--- config.mk ---
export PLATFORM = sky130hd
export DESIGN_NAME = encode_time_msg
export DESIGN_NICKNAME = d
export VERILOG_FILES = /design/src/rtl/ascii_pkg.sv /design/src/rtl/bcd_to_ascii.sv /design/src/rtl/encode_time_msg.sv
export SDC_FILE = /design/constraint.sdc
export NUM_CORES = 1
export LEC_CHECK = 0
export ABC_AREA = 0
export CAP_MARGIN = 20
export CORE_UTILIZATION = 25
export DETAILED_ROUTE_END_ITERATION = 8
export GPL_ROUTABILITY_DRIVEN = 0
export RECOVER_POWER = 50
export SYNTH_ARGS = -nofsm -noshare
export SYNTH_HDL_FRONTEND = slang
export SYNTH_SLANG_ARGS = --single-unit
--- constraint.sdc ---
create_clock -name clk -period 7.7 [get_ports clk]
set_input_delay 1.54 -clock clk [delete_from_list [all_inputs] [get_ports clk]]
set_output_delay 1.54 -clock clk [all_outputs]
set_load 0.02 [all_outputs]
--- src/rtl/ascii_pkg.sv ---
// ASCII constants and FSM/snapshot types shared by the terminal-facing
// encoder and key decoder.
package ascii_pkg;

    localparam logic [7:0] ASC_ESC   = 8'h1B;
    localparam logic [7:0] ASC_CR    = 8'h0D;
    localparam logic [7:0] ASC_LF    = 8'h0A;
    localparam logic [7:0] ASC_AT    = 8'h40;
    localparam logic [7:0] ASC_COLON = 8'h3A;
    localparam logic [7:0] ASC_ZERO  = 8'h30;
    localparam logic [7:0] ASC_QMARK = 8'h3F;

    // Character slots 0..7 are HH:MM:SS; the optional tail uses fixed slots.
    localparam logic [3:0] IDX_S0 = 4'd7;
    localparam logic [3:0] IDX_AT = 4'd8;
    localparam logic [3:0] IDX_CR = 4'd9;
    localparam logic [3:0] IDX_LF = 4'd10;

    typedef enum logic [1:0] {
        ST_IDLE,
        ST_SEND,
        ST_DONE
    } tx_state_t;

    typedef struct packed {
        logic [3:0] h1;
        logic [3:0] h0;
        logic [3:0] m1;
        logic [3:0] m0;
        logic [3:0] s1;
        logic [3:0] s0;
        logic       alarm;
    } time_snap_t;

endpackage

--- src/rtl/bcd_to_ascii.sv ---
// One BCD digit to its ASCII character; non-decimal codes become "?".
module bcd_to_ascii
    import ascii_pkg::*;
(
    input  logic [3:0] bcd,
    output logic [7:0] ascii
);

    always_comb begin
        ascii = (bcd <= 4'd9) ? (ASC_ZERO | {4'h0, bcd}) : ASC_QMARK;
    end

endmodule

--- src/rtl/encode_time_msg.sv ---
// Streams a snapshot of the clock time as "HH:MM:SS[@][\r\n]" to a UART TX
// byte interface, one character per valid/ready handshake.
module encode_time_msg
    import ascii_pkg::*;
#(
    parameter bit         CR_LF    = 1'b1,
    parameter logic [7:0] SEP_CHAR = 8'h3A
) (
    input  logic       clk,
    input  logic       rst,
    input  logic       start,
    input  logic [3:0] hr_tens,
    input  logic [3:0] hr_ones,
    input  logic [3:0] min_tens,
    input  logic [3:0] min_ones,
    input  logic [3:0] sec_tens,
    input  logic [3:0] sec_ones,
    input  logic       alarm_flag,
    output logic [7:0] tx_data,
    output logic       tx_valid,
    input  logic       tx_ready,
    output logic       busy,
    output logic       done
);

    tx_state_t  state_q, state_d;
    logic [3:0] index_q, index_d;
    time_snap_t snap_q, snap_d;
    logic [7:0] tx_data_q, tx_data_d;
    logic       tx_valid_q, tx_valid_d;
    logic       busy_q, busy_d;
    logic       done_q, done_d;

    logic [3:0] last_idx;
    logic [3:0] next_idx;
    logic [3:0] digit_sel;
    logic [7:0] digit_ascii;
    logic [7:0] char_d;

    always_ff @(posedge clk) begin
        if (rst) begin
            state_q    <= ST_IDLE;
            index_q    <= '0;
            snap_q     <= '0;
            tx_data_q  <= '0;
            tx_valid_q <= 1'b0;
            busy_q     <= 1'b0;
            done_q     <= 1'b0;
        end else begin
            state_q    <= state_d;
            index_q    <= index_d;
            snap_q     <= snap_d;
            tx_data_q  <= tx_data_d;
            tx_valid_q <= tx_valid_d;
            busy_q     <= busy_d;
            done_q     <= done_d;
        end
    end

    // Absent optional characters are skipped so the stream has no bubbles.
    always_comb begin
        last_idx = CR_LF ? IDX_LF : (snap_q.alarm ? IDX_AT : IDX_S0);
        if (index_q == IDX_S0) begin
            next_idx = snap_q.alarm ? IDX_AT : IDX_CR;
        end else begin
            next_idx = index_q + 4'd1;
        end
    end

    always_comb begin
        state_d = state_q;
        index_d = index_q;
        snap_d  = snap_q;
        unique case (state_q)
            ST_IDLE: begin
                if (start) begin
                    snap_d  = '{h1: hr_tens, h0: hr_ones, m1: min_tens,
                                m0: min_ones, s1: sec_tens, s0: sec_ones,
                                alarm: alarm_flag};
                    index_d = '0;
                    state_d = ST_SEND;
                end
            end
            ST_SEND: begin
                if (tx_valid_q && tx_ready) begin
                    if (index_q == last_idx) begin
                        state_d = ST_DONE;
                    end else begin
                        index_d = next_idx;
                    end
                end
            end
            ST_DONE: state_d = ST_IDLE;
            default: state_d = ST_IDLE;
        endcase
    end

    // Output registers are loaded from next-state values, so the first
    // character appears the cycle after start and stalls hold the byte.
    always_comb begin
        unique case (index_d)
            4'd0:    digit_sel = snap_d.h1;
            4'd1:    digit_sel = snap_d.h0;
            4'd3:    digit_sel = snap_d.m1;
            4'd4:    digit_sel = snap_d.m0;
            4'd6:    digit_sel = snap_d.s1;
            4'd7:    digit_sel = snap_d.s0;
            default: digit_sel = '0;
        endcase
    end

    bcd_to_ascii u_bcd_to_ascii (
        .bcd   (digit_sel),
        .ascii (digit_ascii)
    );

    always_comb begin
        unique case (index_d)
            4'd2, 4'd5: char_d = SEP_CHAR;
            IDX_AT:     char_d = ASC_AT;
            IDX_CR:     char_d = ASC_CR;
            IDX_LF:     char_d = ASC_LF;
            default:    char_d = digit_ascii;
        endcase
        tx_valid_d = (state_d == ST_SEND);
        tx_data_d  = tx_valid_d ? char_d : tx_data_q;
        busy_d     = (state_d != ST_IDLE);
        done_d     = (state_d == ST_DONE);
    end

    assign tx_data  = tx_data_q;
    assign tx_valid = tx_valid_q;
    assign busy     = busy_q;
    assign done     = done_q;

endmodule

==> summary.md <==
| Metric | Value |
|---|---|
| Root Buffer | clkbuf_8 |
| Area after DPL | 2400 sq um |
| Crit Path Max Fanout | 38 |
| Clock power share | a little under 30% |
| Max_cap viols | 1 |
| Number of inserted diodes | 0 |
| I/O pin count | 40 |
| Outcome | complete, but fails checks |
| Resize count post-CTS | 0 |
| Critical Path Max Stage Delay | approximately 1.2 ns |
| Flops & latches, synth | 40 |
| GRT Total Usage | around an eighth |
| Combinational share of power | between 10% and 20% |
| Worst Path Arrival | between 5 and 6 ns |
| Leakage | between 0.8 and 0.9 nW |
| Hold path depth | 2 |
| Seq pwr share | 52.0% |
| Failing checks | capacitance limit, slew limit |
| Post-Syn Area | between 1500 and 2000 sq um |
| Setup ws final | about 2.5 ns |
| Total power draw | between 400 and 500 uW |
| Int Pwr | ~320 uW |
| Overflow after GRT | 0 |
| Layout cell share with drive strength beyond 1 | 8.647% |
| Average routed wire per standard cell | roughly 13 um |
| Fill cells | 790 |
| Setup Buffers After CTS | 0 |
| Hold WS | approximately 0.45 ns |
| Mapped Cells | approximately 230 |
| CP Launch Type | primary input |
| Slew HR | -12.42% |
| CP Data Required Time | around 8 ns |
| Avg Vias per Cell | about 4.8 |
| Initial antenna violation count | 0 |
| Final #Nets | between 200 and 300 |
| Slowest-stage cell, CP | clkbuf_1 |
| CTS sink cnt | 40 |
| CTS buffer count | 5 |
| Post-route DRC | 0 |
| Switching part of the total | between 20 and 30% |
| Critical Path, Cell by Cell | dlygate4sd3_1, or3b_1, clkbuf_1, a32o_1, mux2i_1, a211oi_1, nor3_1, a21oi_1, o221a_2 |
| TritonCTS clock tree | built |
| Clock buffer depth | 2 |
| DR vias | 1769 |
| Largest net degree at the start of global routing | 39 |
| Routed Wire Length | 4.699 mm |
| Yosys warns | 0 |
| # rows | 31 |
| Syn Area/Cell | between 8 and 9 sq um |
| Starting density of the core | 26.47% |
| Final cell area excluding filler cells | ~2500 sq um |
| Sequential-to-total area share from yosys stat | 40.84% |
| Horiz. Die Dim | about 91 um |
| Worst Max-Slew Pin Slew | ~1.7 ns |
| Detail Route Antenna Nets | 0 |
| Critical path class | in -> reg |
| First-pass GRT wire length | approximately 8 mm |
| RSZ-0062 raised after global routing | false |
| Worst setup EP type | flip-flop |
| Post-synth EDFFs | 0 |
| Peak supply drop | 61.70 uV |
| Skew-Pair Late Insertion Delay | 0.29 ns |
| Setup violation total in the final timing report | 0 |
| I/O Buffers | 38 |
| Area Growth Syn to Fin | 25.85% |
| Switch Pwr | between 100 and 150 uW |
| Worst r2r path cells | 8 |
| DIE HEIGHT | about 91 um |
| Period utilization | between 60% and 70% |
| CTS clk-pin slew, worst paths | ~0.070 ns |
| Area of the die | between 8000 and 9000 sq um |
| Clock Skews | 0.003234 ns |
| Main flop type after synthesis | dfxtp_1 |
| DRT iter0 DRCs | about 150 |
| P per Cell Area | between 150 and 200 nW/um^2 |
| Hold crit path type | reg -> reg |
| Place WS | about 3.4 ns |
| Distinct cells, synth | between 40 and 50 |
| Most common cell after layout, fill and taps aside | nand2_1 |
| DR pass1 iterations | 4 |
| Core box area | about 7400 sq um |
| TNS Setup | 0 ns |
| Syn Nets | 264 |
| Synth async-reset ratio | 0% |
| Slew Limit Fails | 39 |
| Most frequent cells in the layout | 42 x nand2_1, 40 x dfxtp_1, 33 x clkdlybuf4s50_1, 26 x a21oi_1, 25 x nor2_1 |
| Number of global-route vias before repair | around 1700 |
| H-Tree Depth | 2 |
| Final Hold Viols | 0 |
| Post-DP HPWL | between 3 and 4 mm |
| Min Tclk post-route | slightly above 5 ns |
| Hold-fix buffers, CTS | 0 |
| FMAX | ~190 MHz |
==> state kept, by name, summed over array words and instances (netlist names) <==
signal,count
snap_q,25
done,1
state_q,2
tx_valid,1
busy,1
tx_data,6
index_q,4
==> worst paths after layout <==
check	startpoint	endpoint	slack (ns)
min reg2reg	snap_q[22]	snap_q[22]	0.45
max	start	tx_data[0]	2.50
max reg2reg	state_q[0]	tx_data[0]	3.90
min	snap_q[22]	snap_q[22]	0.45
==> worst max-delay path, delay by kind of cell <==
kind                   cells  cell delay [ns]
AOI/OAI and AO/OA          4             1.16
and+or+nand+nor            2             0.61
muxes                      1             0.26
buffers and inverters      2             1.80
==> area by class of cell <==
cell class / count / area (sq um) / share of cell area [%]
Timing Repair Buffer: 41 / 399.1 / 16.18
Clock buffer: 6 / 72.57 / 2.941
Clock inverter: 1 / 5.005 / 0.2028
Tap cell: 99 / 123.9 / 5.020
Multi-Input combinational cell: 174 / 1051 / 42.60
Inverter: 4 / 15.01 / 0.6085
Sequential cell: 40 / 800.8 / 32.45
==> Yosys cell counts, types with 2 or more instances <==
cell / instances / area, sq um
a21oi_1: 26 / 130.1
inv_1: 3 / 11.26
nor2_1: 25 / 93.84
clkbuf_8: 2 / 27.53
nor2b_1: 2 / 12.51
buf_4: 2 / 15.01
nor3b_1: 3 / 22.52
ha_1: 2 / 25.02
nand2_1: 42 / 157.7
nand3_1: 6 / 30.03
mux2i_1: 14 / 140.1
a211oi_1: 4 / 30.03
nor3_1: 9 / 45.04
a211oi_2: 2 / 25.02
o211a_1: 2 / 20.02
o21ai_0: 5 / 25.02
o22ai_1: 2 / 12.51
dfxtp_1: 40 / 800.8
clkbuf_1: 9 / 33.78
nand2b_1: 2 / 12.51
o311a_1: 2 / 20.02
a2111oi_0: 2 / 17.52
==> power groups by stage <==
| stage | registers (mW) | clock network [mW] | logic (mW) |
|---|---|---|---|
| 2_1_floorplan | 0.235 | 0 | 0.0456 |
| 3_3_place_gp | 0.232 | 0 | 0.0815 |
| 3_5_place_dp | 0.232 | 0 | 0.0820 |
| 4_1_cts | 0.227 | 0.135 | 0.0823 |
| 5_1_grt | 0.229 | 0.144 | 0.0894 |
| 6_report | 0.227 | 0.129 | 0.0804 |
==> per-stage QoR <==
step                cells  utilization, %
floorplan             233               -
global placement      358           32.39
detailed placement    358           32.39
CTS                   365           33.44
global route          365           33.31
finish                365           33.31
==> per-layer routing <==
metal  GRT usage (%)  routed length [um]  share of wire (%)  up-vias
li1                -                   -                  -      889
met4           5.780                 101                2.1        0
met5               0                   0                  0        -
met1           15.87                2181                 46      814
met3           3.283                 222                4.7       14
met2           19.26                2194                 47       52
==> cell families (layout without fill, tap and decap cells) <==
| family | Yosys count | count (layout) | synth area share [%] |
|---|---|---|---|
| multiplexers | 14 | 14 | 7.147 |
| AO/OA/AOI/OAI | 57 | 57 | 21.12 |
| buffers and inverters | 19 | 52 | 5.488 |
| flip-flops | 40 | 40 | 40.84 |
| adder cells (fa/ha/maj) | 2 | 2 | 1.276 |
| AND/OR/NAND/NOR | 100 | 100 | 23.93 |
| other | 1 | 1 | 0.1913 |
Power figures use the tool's default switching activity.
